### config.mk
export PLATFORM = sky130hd
export DESIGN_NAME = mmio_timer
export DESIGN_NICKNAME = d
export VERILOG_FILES = /design/src/rtl/mmio_timer_pkg.sv /design/src/rtl/mmio_timer.sv
export SDC_FILE = /design/constraint.sdc
export NUM_CORES = 1
export LEC_CHECK = 0
export CORE_MARGIN = 5
export CORE_UTILIZATION = 35
export CTS_CLUSTER_SIZE = 20
export DETAILED_ROUTE_END_ITERATION = 10
export PLACE_DENSITY = 0.56
export SETUP_SLACK_MARGIN = 0.02
export SLEW_MARGIN = 20
export SYNTH_ARGS = -nofsm -noshare
export SYNTH_HDL_FRONTEND = slang
export SYNTH_SLANG_ARGS = --single-unit
### constraint.sdc
create_clock -name clk -period 3 [get_ports clk]
set_clock_uncertainty 0.05 [all_clocks]
set_input_delay 0.3 -clock clk [delete_from_list [all_inputs] [get_ports clk]]
set_output_delay 0.3 -clock clk [all_outputs]
set_load 0.1 [all_outputs]
### src/rtl/mmio_timer_pkg.sv
// Shared constants for the memory-mapped down-counting timer.
package mmio_timer_pkg;

  // Register word offsets (A[3:2])
  localparam logic [1:0] TC_CTRL   = 2'd0;
  localparam logic [1:0] TC_PRESET = 2'd1;
  localparam logic [1:0] TC_COUNT  = 2'd2;

  // CTRL bit indices; MODE occupies [TC_MODE +: 2]
  localparam int unsigned TC_EN     = 0;
  localparam int unsigned TC_MODE   = 1;
  localparam int unsigned TC_IM     = 3;
  localparam int unsigned TC_CTRL_W = 4;

  // Only auto-reload is distinguished; every other code behaves as one-shot
  localparam logic [1:0] TC_MODE_RELOAD = 2'b01;

  typedef enum logic [1:0] {
    TC_IDLE = 2'b00,
    TC_LOAD = 2'b01,
    TC_CNT  = 2'b10,
    TC_INT  = 2'b11
  } tc_state_e;

endpackage

### src/rtl/mmio_timer.sv
// Memory-mapped down-counting timer with one-shot and auto-reload modes.
// Single-cycle word reads/writes from the M stage; registered interrupt output.
module mmio_timer
  import mmio_timer_pkg::*;
#(
  parameter int unsigned WIDTH = 32
) (
  input  logic        clk,
  input  logic        reset,
  input  logic        sel,
  input  logic        we,
  input  logic [1:0]  addr,
  input  logic [31:0] wdata,
  output logic [31:0] rdata,
  output logic        irq
);

  logic [TC_CTRL_W-1:0] ctrl_q, ctrl_d;
  logic [WIDTH-1:0]     preset_q, preset_d;
  logic [WIDTH-1:0]     count_q, count_d;
  tc_state_e            state_q, state_d;
  logic                 pend_q, pend_d;
  logic                 irq_q;

  logic wr_ctrl, wr_preset, en_eff;

  assign wr_ctrl   = sel & we & (addr == TC_CTRL);
  assign wr_preset = sel & we & (addr == TC_PRESET);
  // A CTRL write steers the FSM on the same edge it lands
  assign en_eff    = wr_ctrl ? wdata[TC_EN] : ctrl_q[TC_EN];

  // Next-state: FSM update first, CPU writes override afterwards so they win collisions
  always_comb begin
    state_d  = state_q;
    count_d  = count_q;
    pend_d   = pend_q;
    ctrl_d   = ctrl_q;
    preset_d = preset_q;

    unique case (state_q)
      TC_IDLE: begin
        if (en_eff) state_d = TC_LOAD;
      end
      TC_LOAD: begin
        if (en_eff) begin
          count_d = preset_q;
          state_d = TC_CNT;
        end else begin
          state_d = TC_IDLE;
        end
      end
      TC_CNT: begin
        if (!en_eff) begin
          state_d = TC_IDLE;
        end else if (count_q > WIDTH'(1)) begin
          count_d = count_q - WIDTH'(1);
        end else begin
          count_d = '0;
          pend_d  = 1'b1;
          state_d = TC_INT;
        end
      end
      TC_INT: begin
        state_d = TC_IDLE;
        if (ctrl_q[TC_MODE +: 2] == TC_MODE_RELOAD) begin
          pend_d = 1'b0;
        end else begin
          ctrl_d[TC_EN] = 1'b0;
        end
      end
      default: state_d = TC_IDLE;
    endcase

    if (wr_ctrl) begin
      ctrl_d = wdata[TC_CTRL_W-1:0];
      pend_d = 1'b0;
    end
    if (wr_preset) begin
      preset_d = wdata[WIDTH-1:0];
      pend_d   = 1'b0;
    end
  end

  // State and register file
  always_ff @(posedge clk or posedge reset) begin
    if (reset) begin
      state_q  <= TC_IDLE;
      ctrl_q   <= '0;
      preset_q <= '0;
      count_q  <= '0;
      pend_q   <= 1'b0;
    end else begin
      state_q  <= state_d;
      ctrl_q   <= ctrl_d;
      preset_q <= preset_d;
      count_q  <= count_d;
      pend_q   <= pend_d;
    end
  end

  // Interrupt is registered off the stored pending flag and mask
  always_ff @(posedge clk or posedge reset) begin
    if (reset) begin
      irq_q <= 1'b0;
    end else begin
      irq_q <= pend_q & ctrl_q[TC_IM];
    end
  end

  assign irq = irq_q;

  logic [31:0] preset_ext, count_ext;

  // Zero-extend narrow registers for readback
  always_comb begin
    preset_ext             = '0;
    count_ext              = '0;
    preset_ext[WIDTH-1:0]  = preset_q;
    count_ext[WIDTH-1:0]   = count_q;
  end

  // Combinational read mux; zero when deselected or reserved offset
  always_comb begin
    rdata = '0;
    if (sel) begin
      unique case (addr)
        TC_CTRL:   rdata = {{(32 - TC_CTRL_W){1'b0}}, ctrl_q};
        TC_PRESET: rdata = preset_ext;
        TC_COUNT:  rdata = count_ext;
        default:   rdata = '0;
      endcase
    end
  end

endmodule

==> results.sh <==
export IMPL_netlist_instances=456
export IMPL_drt_wl_total_um=12000
export IMPL_r2r_slack_ps=210
export IMPL_vias_per_cell=5.69
export IMPL_ant_nets=0
export IMPL_grt_overflow_total=0
export IMPL_worst_skew_pair_late_latency_ps=330
export IMPL_slew_headroom_pct=58.6
export IMPL_synth_warnings=0
export IMPL_rr_worst_depth=6
export IMPL_ys_ff_latch=72
export IMPL_root_buffer="clkbuf_16"
export IMPL_antenna_cells=0
export IMPL_hold_viol=0
export IMPL_cts_max_path_buffers=2
export IMPL_portBuffers=70
export IMPL_cts_hold_buf=0
export IMPL_r2r_start="count_ext[8]"
export IMPL_power_density_nw_per_um2=839
export IMPL_hp_class="primary input to async pin"
export IMPL_synth_top_area_cell="dfrtp_1"
export IMPL_synth_edf_count=0
export IMPL_synth_async_sr_flop_share_pct=100
export IMPL_ys_top_cells_by_count="dfrtp_1, nand2_1, mux2_2, o21ai_0, nor2b_1"
export IMPL_rsz0062_at_grt="no"
export IMPL_synth_area_top_cells="dfrtp_1, mux2_2, a22oi_1, nor2b_1, a22o_1"
export IMPL_core_region_area_um2=12000
export IMPL_grt_pass1_wl_um=20600
export IMPL_final_period_utilization_pct=93.1
export IMPL_end_kind="register"
export IMPL_cts_sinks=72
export IMPL_path_max_fanout=27
export IMPL_critPathLaunchType="register"
export IMPL_drv_slew=0
export IMPL_drc=0
export IMPL_synthDistinctLibCells=46
export IMPL_cts_tree="built"
export IMPL_synth_most_common_cell="dfrtp_1"
export IMPL_clock_fmax_mhz=358
export IMPL_initial_core_util_pct=35.8
export IMPL_instances_no_fill=674
export IMPL_grt_pass1_vias=4039
export IMPL_power_leakage_uw=0.00234
export IMPL_ctsHtreeMaxLevel=3
export IMPL_netlist_area_um2=4310
export IMPL_final_fill_count=1157
export IMPL_wl_per_cell_um=17.8
export IMPL_syn_avg_cell_area_um2=9.44
export IMPL_die_w_um=121
export IMPL_path_clk_slew_ps=60
export IMPL_timing_rr_end="count_ext[7]"
export IMPL_drive_above_1_share_pct=25.8
export IMPL_nNetsFinal=563
export IMPL_fin_setup_tns_ps=0
export IMPL_hpwlAfterDp_um=8270
export IMPL_cp_required_ps=3170
export IMPL_die_h_um=121
export IMPL_worstSetupPathType="register to register"
export IMPL_arrival_ps=2960
export IMPL_synth_nets=496
export IMPL_dp_cells=659
export IMPL_drt_iter0_markers=171
export IMPL_min_period_ps=2790
export IMPL_cts_buffers_inserted=9
export IMPL_tightest_slew_ps=621
export IMPL_grt_max_degree=46
export IMPL_ys_flop_type="dfrtp_1"
export IMPL_grt_usage_pct=17.2
export IMPL_setup_viol=0
export IMPL_rows=40
export IMPL_outcome="finished clean"
export IMPL_yosysTopAreaCellShare_pct=41.8
export IMPL_cts_resized=0
export IMPL_ios=71
export IMPL_peakVddDrop_mv=0.377
export IMPL_die_area_um2=14600
export IMPL_gp_congestion=0.862
export IMPL_fin_hold_ws_ps=326
export IMPL_drtPass1Iterations=4
export IMPL_ys_seq_area_share_pct=41.8
export IMPL_antenna_found_initial=0
export IMPL_cap_violations=0
export IMPL_via_count=3834
export IMPL_post_cts_buffers=0
export IMPL_synthToLayoutAreaGrowth_pct=35.9
## how the worst max path moves through the flow
stage	startpoint	end	slack, ps	depth (start not counted)
after floorplan	addr[0]	rdata[10]	130	5
after global placement	count_ext[8]	count_ext[22]	290	6
after detailed placement	count_ext[8]	count_ext[25]	220	6
after CTS	count_ext[8]	count_ext[7]	210	6
after global routing	count_ext[8]	count_ext[7]	50	6
final	count_ext[8]	count_ext[7]	210	6
## critical path, cell delays in order (launching register included)
cell	delay, ps
dfrtp_1	440
or4_1	570
or4b_4	620
o31ai_4	280
buf_4	310
o21ai_0	150
a22o_1	250
## flip-flops by register name, indices dropped and copies added, names as in the netlist
name and flops:
state_q 2, preset_ext 32, ctrl_q 4, irq 1, count_ext 32, pend_q 1
## layer usage
metal  vias up  GRT usage [%]  wire length (um)
li1       1824              -                 -
met1      1905           23.8              5540
met2        95           27.6              5820
met3        10           2.89               490
met4         0           5.03               148
met5         -              0                 0
## power breakdown
group	switching (uW)	internal, uW
sequential	388	1290
clock	402	598
combinational	1280	943
total	2070	2830
## area by class of cell
type	instances	area (um^2)	area share (%)
multi-input cells	339	2350	40.2
flip-flops and latches	72	1800	30.8
repair buffers	94	1210	20.7
clock buffers	12	256	4.39
well taps	147	184	3.14
inverters	7	26.3	0.449
clock inverters	3	17.5	0.299
## cells by family after synthesis
family / after synthesis / synth area share [%]
AO/OA/AOI/OAI: 131 / 22.0
flip-flops: 72 / 41.8
multiplexers: 41 / 10.5
AND/OR/NAND/NOR: 165 / 20.2
adder cells (fa/ha/maj): 2 / 0.581
buffers and inverters: 45 / 4.79
## per-stage QoR
step | cell area [um^2] | worst slack [ps] | power [uW] | util, %
2_1_floorplan | 4360 | 133 | 3190 | -
5_1_grt | 5850 | 45.9 | 5240 | 48.7
6_report | 5850 | 208 | 4910 | 48.7
3_3_place_gp | 5580 | 293 | 3860 | 46.4
4_1_cts | 5850 | 214 | 4940 | 48.7
3_5_place_dp | 5580 | 217 | 3910 | 46.4
## cell usage in the layout (no fill, tap or decap), types with 6 or more instances in the layout
cell type,n
or3_1,9
nor3_1,22
o21ai_1,8
dfrtp_1,72
mux2i_1,6
clkdlybuf4s50_1,37
a22oi_1,31
mux2_2,35
nor2b_2,22
buf_4,24
nor2b_1,12
or4_1,6
nor2_1,18
nand2_1,44
o41ai_1,8
a22o_1,24
o21ai_0,35
nand3_1,7
and2_1,7
clkbuf_16,9
buf_12,33
o31ai_1,7
Power figures use the tool's default switching activity.
